### config.mk
export PLATFORM = sky130hd
export DESIGN_NAME = mmio_uart
export DESIGN_NICKNAME = d
export VERILOG_FILES = /design/src/rtl/mmio_uart.sv
export SDC_FILE = /design/constraint.sdc
export NUM_CORES = 1
export LEC_CHECK = 0
export CAP_MARGIN = 20
export CORE_MARGIN = 2
export CORE_UTILIZATION = 64
export DETAILED_ROUTE_END_ITERATION = 12
export PLACE_DENSITY = 0.87
export SETUP_SLACK_MARGIN = 0.2
export SLEW_MARGIN = 20
export SYNTH_ARGS = -nofsm -noshare
export SYNTH_HDL_FRONTEND = slang
export SYNTH_SLANG_ARGS = --single-unit
### constraint.sdc
create_clock -name clk -period 9.2 [get_ports clk]
set_input_delay 2.76 -clock clk [delete_from_list [all_inputs] [get_ports clk]]
set_output_delay 2.76 -clock clk [all_outputs]
set_load 0.01 [all_outputs]
### src/rtl/mmio_uart.sv
// Memory-mapped 8N1 UART responder with TX/RX FIFOs, sticky status bits and a
// runtime baud divisor. Register index is A[4:2]; all state changes on rising clk.
module mmio_uart #(
  parameter int DIV_RESET = 868,
  parameter int FIFO_LOG2 = 3
) (
  input  logic        clk,
  input  logic        rst_n,
  input  logic [4:0]  A,
  input  logic [31:0] WD,
  input  logic        WE,
  input  logic        RE,
  output logic [31:0] RD,
  input  logic        rx,
  output logic        tx,
  output logic        irq
);
  localparam int DEPTH = 1 << FIFO_LOG2;
  typedef logic [FIFO_LOG2:0] ptr_t;
  typedef enum logic [1:0] {TX_IDLE, TX_START, TX_DATA, TX_STOP} tx_state_t;
  typedef enum logic [2:0] {RX_IDLE, RX_START, RX_DATA, RX_STOP, RX_WAIT} rx_state_t;

  logic [2:0] w_idx;
  logic       w_tx_wr, w_st_wr, w_div_wr, w_unused;
  assign w_idx    = A[4:2];
  assign w_tx_wr  = WE && (w_idx == 3'd0);
  assign w_st_wr  = WE && (w_idx == 3'd2);
  assign w_div_wr = WE && (w_idx == 3'd3);
  assign w_unused = ^{A[1:0], WD[31:16]};

  logic [15:0] r_div;
  logic        r_tx_ovf, r_rx_ovf, r_fe;

  // ---------------- TX FIFO ----------------
  logic [7:0] r_txmem [DEPTH];
  ptr_t       r_txwp, r_txrp;
  logic       w_tx_empty, w_tx_full, w_tx_push, w_tx_pop, w_txovf_set;
  assign w_tx_empty  = (r_txwp == r_txrp);
  assign w_tx_full   = (r_txwp[FIFO_LOG2] != r_txrp[FIFO_LOG2]) &&
                       (r_txwp[FIFO_LOG2-1:0] == r_txrp[FIFO_LOG2-1:0]);
  // A pop in the same edge frees the slot, so a write to a full FIFO still lands.
  assign w_tx_push   = w_tx_wr && (!w_tx_full || w_tx_pop);
  assign w_txovf_set = w_tx_wr && w_tx_full && !w_tx_pop;

  always_ff @(posedge clk) begin
    if (w_tx_push) r_txmem[r_txwp[FIFO_LOG2-1:0]] <= WD[7:0];
    if (!rst_n) begin
      r_txwp <= '0;
      r_txrp <= '0;
    end else begin
      if (w_tx_push) r_txwp <= r_txwp + ptr_t'(1);
      if (w_tx_pop)  r_txrp <= r_txrp + ptr_t'(1);
    end
  end

  // ---------------- TX FSM ----------------
  tx_state_t   r_tx_st, w_tx_nxt;
  logic [15:0] r_tx_cnt, r_tx_div;
  logic [2:0]  r_tx_bit;
  logic [7:0]  r_tx_sh;
  logic        r_tx, w_tx_tick;
  assign w_tx_tick = (r_tx_cnt == r_tx_div - 16'd1);

  always_comb begin
    w_tx_nxt = r_tx_st;
    w_tx_pop = 1'b0;
    case (r_tx_st)
      TX_IDLE:  if (!w_tx_empty) begin w_tx_nxt = TX_START; w_tx_pop = 1'b1; end
      TX_START: if (w_tx_tick) w_tx_nxt = TX_DATA;
      TX_DATA:  if (w_tx_tick && r_tx_bit == 3'd7) w_tx_nxt = TX_STOP;
      TX_STOP:  if (w_tx_tick) begin
                  if (!w_tx_empty) begin w_tx_nxt = TX_START; w_tx_pop = 1'b1; end
                  else w_tx_nxt = TX_IDLE;
                end
      default:  w_tx_nxt = TX_IDLE;
    endcase
  end

  always_ff @(posedge clk) begin
    if (!rst_n) begin
      r_tx_st  <= TX_IDLE;
      r_tx     <= 1'b1;
      r_tx_cnt <= '0;
      r_tx_bit <= '0;
      r_tx_sh  <= '0;
      r_tx_div <= DIV_RESET[15:0];
    end else begin
      r_tx_st <= w_tx_nxt;
      if (w_tx_pop) begin
        r_tx_sh  <= r_txmem[r_txrp[FIFO_LOG2-1:0]];
        r_tx     <= 1'b0;
        r_tx_cnt <= '0;
        r_tx_bit <= '0;
        r_tx_div <= r_div;
      end else if (r_tx_st != TX_IDLE) begin
        if (w_tx_tick) begin
          r_tx_cnt <= '0;
          if (r_tx_st == TX_STOP || (r_tx_st == TX_DATA && r_tx_bit == 3'd7)) r_tx <= 1'b1;
          else begin
            r_tx    <= r_tx_sh[0];
            r_tx_sh <= r_tx_sh >> 1;
          end
          if (r_tx_st == TX_DATA) r_tx_bit <= r_tx_bit + 3'd1;
        end else r_tx_cnt <= r_tx_cnt + 16'd1;
      end
    end
  end

  // ---------------- RX path ----------------
  rx_state_t   r_rx_st, w_rx_nxt;
  logic        r_rx_s1, r_rx_s2, w_rx_half, w_rx_tick, w_rx_push, w_fe_set;
  logic [15:0] r_rx_cnt, r_rx_div;
  logic [2:0]  r_rx_bit;
  logic [7:0]  r_rx_sh;
  assign w_rx_half = (r_rx_cnt == (r_rx_div >> 1) - 16'd1);
  assign w_rx_tick = (r_rx_cnt == r_rx_div - 16'd1);

  always_comb begin
    w_rx_nxt  = r_rx_st;
    w_rx_push = 1'b0;
    w_fe_set  = 1'b0;
    case (r_rx_st)
      RX_IDLE:  if (!r_rx_s2) w_rx_nxt = RX_START;
      RX_START: if (w_rx_half) w_rx_nxt = r_rx_s2 ? RX_IDLE : RX_DATA;
      RX_DATA:  if (w_rx_tick && r_rx_bit == 3'd7) w_rx_nxt = RX_STOP;
      RX_STOP:  if (w_rx_tick) begin
                  if (r_rx_s2) begin w_rx_push = 1'b1; w_rx_nxt = RX_IDLE; end
                  else begin w_fe_set = 1'b1; w_rx_nxt = RX_WAIT; end
                end
      RX_WAIT:  if (r_rx_s2) w_rx_nxt = RX_IDLE;
      default:  w_rx_nxt = RX_IDLE;
    endcase
  end

  always_ff @(posedge clk) begin
    if (!rst_n) begin
      r_rx_s1  <= 1'b1;
      r_rx_s2  <= 1'b1;
      r_rx_st  <= RX_IDLE;
      r_rx_cnt <= '0;
      r_rx_bit <= '0;
      r_rx_sh  <= '0;
      r_rx_div <= DIV_RESET[15:0];
    end else begin
      r_rx_s1 <= rx;
      r_rx_s2 <= r_rx_s1;
      r_rx_st <= w_rx_nxt;
      case (r_rx_st)
        RX_IDLE: begin
          r_rx_cnt <= '0;
          r_rx_bit <= '0;
          r_rx_div <= r_div;
        end
        RX_START: r_rx_cnt <= w_rx_half ? 16'd0 : r_rx_cnt + 16'd1;
        RX_DATA: begin
          if (w_rx_tick) begin
            r_rx_cnt <= '0;
            r_rx_sh  <= {r_rx_s2, r_rx_sh[7:1]};
            r_rx_bit <= r_rx_bit + 3'd1;
          end else r_rx_cnt <= r_rx_cnt + 16'd1;
        end
        RX_STOP: r_rx_cnt <= w_rx_tick ? 16'd0 : r_rx_cnt + 16'd1;
        default: r_rx_cnt <= '0;
      endcase
    end
  end

  // ---------------- RX FIFO ----------------
  logic [7:0] r_rxmem [DEPTH];
  ptr_t       r_rxwp, r_rxrp;
  logic       w_rx_empty, w_rx_full, w_rx_pop, w_rx_wr, w_rxovf_set;
  assign w_rx_empty  = (r_rxwp == r_rxrp);
  assign w_rx_full   = (r_rxwp[FIFO_LOG2] != r_rxrp[FIFO_LOG2]) &&
                       (r_rxwp[FIFO_LOG2-1:0] == r_rxrp[FIFO_LOG2-1:0]);
  assign w_rx_pop    = RE && (w_idx == 3'd1) && !w_rx_empty;
  assign w_rx_wr     = w_rx_push && (!w_rx_full || w_rx_pop);
  assign w_rxovf_set = w_rx_push && w_rx_full && !w_rx_pop;

  always_ff @(posedge clk) begin
    if (w_rx_wr) r_rxmem[r_rxwp[FIFO_LOG2-1:0]] <= r_rx_sh;
    if (!rst_n) begin
      r_rxwp <= '0;
      r_rxrp <= '0;
    end else begin
      if (w_rx_wr)  r_rxwp <= r_rxwp + ptr_t'(1);
      if (w_rx_pop) r_rxrp <= r_rxrp + ptr_t'(1);
    end
  end

  // Sticky bits: a set in the same edge as a W1C clear wins.
  always_ff @(posedge clk) begin
    if (!rst_n) begin
      r_tx_ovf <= 1'b0;
      r_rx_ovf <= 1'b0;
      r_fe     <= 1'b0;
      r_div    <= DIV_RESET[15:0];
    end else begin
      r_tx_ovf <= w_txovf_set | (r_tx_ovf & ~(w_st_wr & WD[5]));
      r_rx_ovf <= w_rxovf_set | (r_rx_ovf & ~(w_st_wr & WD[6]));
      r_fe     <= w_fe_set    | (r_fe     & ~(w_st_wr & WD[7]));
      if (w_div_wr) r_div <= (WD[15:0] < 16'd4) ? 16'd4 : WD[15:0];
    end
  end

  always_comb begin
    RD = '0;
    case (w_idx)
      3'd1: if (!w_rx_empty) RD = {24'b0, r_rxmem[r_rxrp[FIFO_LOG2-1:0]]};
      3'd2: RD = {24'b0, r_fe, r_rx_ovf, r_tx_ovf, (r_tx_st != TX_IDLE),
                  w_rx_full, w_rx_empty, w_tx_empty, w_tx_full};
      3'd3: RD = {16'b0, r_div};
      default: RD = '0;
    endcase
  end

  assign tx  = r_tx;
  assign irq = !w_rx_empty;
endmodule

==> out/results.tsv <==
metric	value	unit
outcome	completed	
period_share	82.6	%
drt.antenna.violating_nets	0	
clkPwrFrac	42.3	%
synthTopCellsByCount	dfxtp_1 (135), edfxtp_1 (128), nand2_1 (115)	
overflow	0	
cts_resized	0	
grtUsageTotal	26.3	%
worstSetupStartpointType	input port	
postCtsSetupRepairBufs	0	
initial_core_util	64.6	%
p_int	2.08	mW
drtIter0Drc	649	
ir_drop	0.190	mV
portBuffers	41	
core_area	19300	µm²
grt_pass1_vias	8460	
setup_violations	0	
setup_tns	0	ps
grt_pass1_wl	42.8	mm
cts_buffers	27	
drt_wl_total	27.1	mm
synth_edf_count	128	
p_leak	4.99	nW
critPathCaptureType	primary output	
synth_top_area_share	30.9	%
grt_max_degree	40	
cp_max_fo	10	
seqPwrFrac	47.2	%
synth_area_leaders	edfxtp_1 (31%), dfxtp_1 (22%), mux4_2 (5.8%)	
die-width	144	µm
slew_headroom	39.3	%
via_per_inst	6.15	
design_area	14000	µm²
yosysWarnings	0	
cts_htree_levels	1	
p_per_area	195	nW/µm²
fmax	132	MHz
synthCells	1146	
drc	0	
synth_seq_cells	263	
synthArstFlopShare	0	%
synth.cell_area	12500	µm²
busiest_layer	met2	
required	6440	ps
maxCapViolCount	0	
fin_skew	15.4	ps
hold-worst-slack	410	ps
comb_power_share	10.5	%
n_fill_cell	1316	
ys_seq_area_share	52.6	%
io-pin-count	76	
grt_use_met1	35.0	%
die_h	144	µm
drive_gt1_share	10.2	%
drt-pass1-iter-count	5	
hold_buffers	0	
finalNetCount	1222	
synth_ff_type	dfxtp_1	
stdcell_count	1448	
clk_latency	550	ps
rsz0062_at_grt	false	
root_buffer	clkbuf_16	
synth_top_area_cell	edfxtp_1	
via_count	8907	
min_path_type	flop to flop	
tritoncts	built	
grt_antenna_before_repair	0	
min_period	7600	ps
use_met2	43.9	%
n_antenna_cell	0	
dp_cells	1398	
wl_per_cell	18.7	µm
crit_type	input port to primary output	
slew_viol_final	0	
cts.sinks	263	
path_clk_slew	60	ps
post_dp_cell_area	13000	µm²
ys_types	70	
yosysMostFrequentCell	dfxtp_1	
syn_avg_cell_area	10.9	µm²
place_congestion	0.858	
die-area	20600	µm²
cp.arrival	4840	ps
worst-slew-pin-transition	901	ps
hold_viol	0	
rows	51	
hpwl	18.1	mm
p_switching	643	µW
clock_path_buffers	3	
p_sw_share	23.6	%
area_growth	12.0	%
met3_usage	4.30	%
## cells in the final DEF, fill, tap and decap left out, types with 17 or more instances in the layout
cell type / Yosys / routed
a21oi_1: 42 / 42
and3_1: 22 / 22
buf_4: 16 / 18
clkbuf_16: 0 / 28
clkdlybuf4s50_1: 0 / 41
dfxtp_1: 135 / 133
edfxtp_1: 128 / 128
ha_1: 18 / 18
inv_1: 21 / 20
mux2i_1: 48 / 48
mux4_2: 32 / 32
nand2_1: 115 / 115
nand3_1: 63 / 63
nor2_1: 105 / 105
nor3_1: 21 / 21
nor4_1: 17 / 17
o21ai_0: 19 / 19
xnor2_1: 55 / 55
xor2_1: 43 / 43
## power by group through the flow
| stage | Clock, mW | Combinational (mW) | Sequential, mW |
|---|---|---|---|
| after floorplan | 0 | 0.225 | 1.29 |
| after CTS | 1.17 | 0.282 | 1.29 |
| after detailed placement | 0 | 0.279 | 1.31 |
| after global placement | 0 | 0.272 | 1.31 |
| final | 1.15 | 0.285 | 1.29 |
| after global routing | 1.21 | 0.309 | 1.29 |
## cell families after synthesis
group           after synthesis  share of synthesized area (%)
buf+inv                     108                           3.86
fa+ha+maj                    18                           1.81
other cells                   1                         0.0301
xor+xnor                     99                           7.07
flops                       263                           52.6
simple gates                445                           17.9
compound gates              123                           6.34
mux                          89                           10.5
## registers in the layout, summed over array words and instances (netlist names), 4 cells and up, named ones only
name / count
r_txrp: 4
r_rxrp: 4
r_rx_div: 16
r_rxmem: 64
r_div: 16
r_tx_sh: 8
r_tx_div: 16
r_txmem: 64
r_txwp: 4
r_rxwp: 4
r_rx_cnt: 16
r_rx_sh: 8
r_tx_cnt: 16
## critical path: stages
cell             delay, ps
clkdlybuf4s50_1        630
nor2b_1                640
and3_1                 260
clkdlybuf4s50_1        540
## cell type report
cell class / instances / area, µm² / share of cell area, %
inverter: 21 / 78.8 / 0.565
sequential: 263 / 6550 / 46.9
tap: 265 / 332 / 2.38
multi-input combinational: 790 / 5490 / 39.3
timing repair buffer: 59 / 546 / 3.91
clock inverter: 10 / 164 / 1.17
clock buffer: 40 / 796 / 5.70
## worst paths after layout
| path | cells past startpoint | endpoint | slack [ps] | from |
|---|---|---|---|---|
| hold / removal | 1 | r_rx_s2 | 410 | r_rx_s1 |
| setup / recovery | 4 | RD[10] | 1600 | A[3] |
| setup reg to reg | 10 | r_rxmem[3][5] | 4350 | r_rx_div[2] |
| hold reg to reg | 1 | r_rx_s2 | 410 | r_rx_s1 |
## through the flow
stage / power (mW) / util, % / setup slack [ps]
2_1_floorplan: 1.51 / - / 2820
3_3_place_gp: 1.58 / 67.4 / 1720
3_5_place_dp: 1.59 / 67.4 / 1630
4_1_cts: 2.74 / 72.4 / 1620
5_1_grt: 2.81 / 72.4 / 1500
6_report: 2.73 / 72.4 / 1600
## metal layers
layer	share of wire, %	up-vias
li1	-	4141
met1	41	4324
met2	48	354
met3	7.2	88
met4	3.6	0
met5	0	-
(Power assumes the default switching activity.)
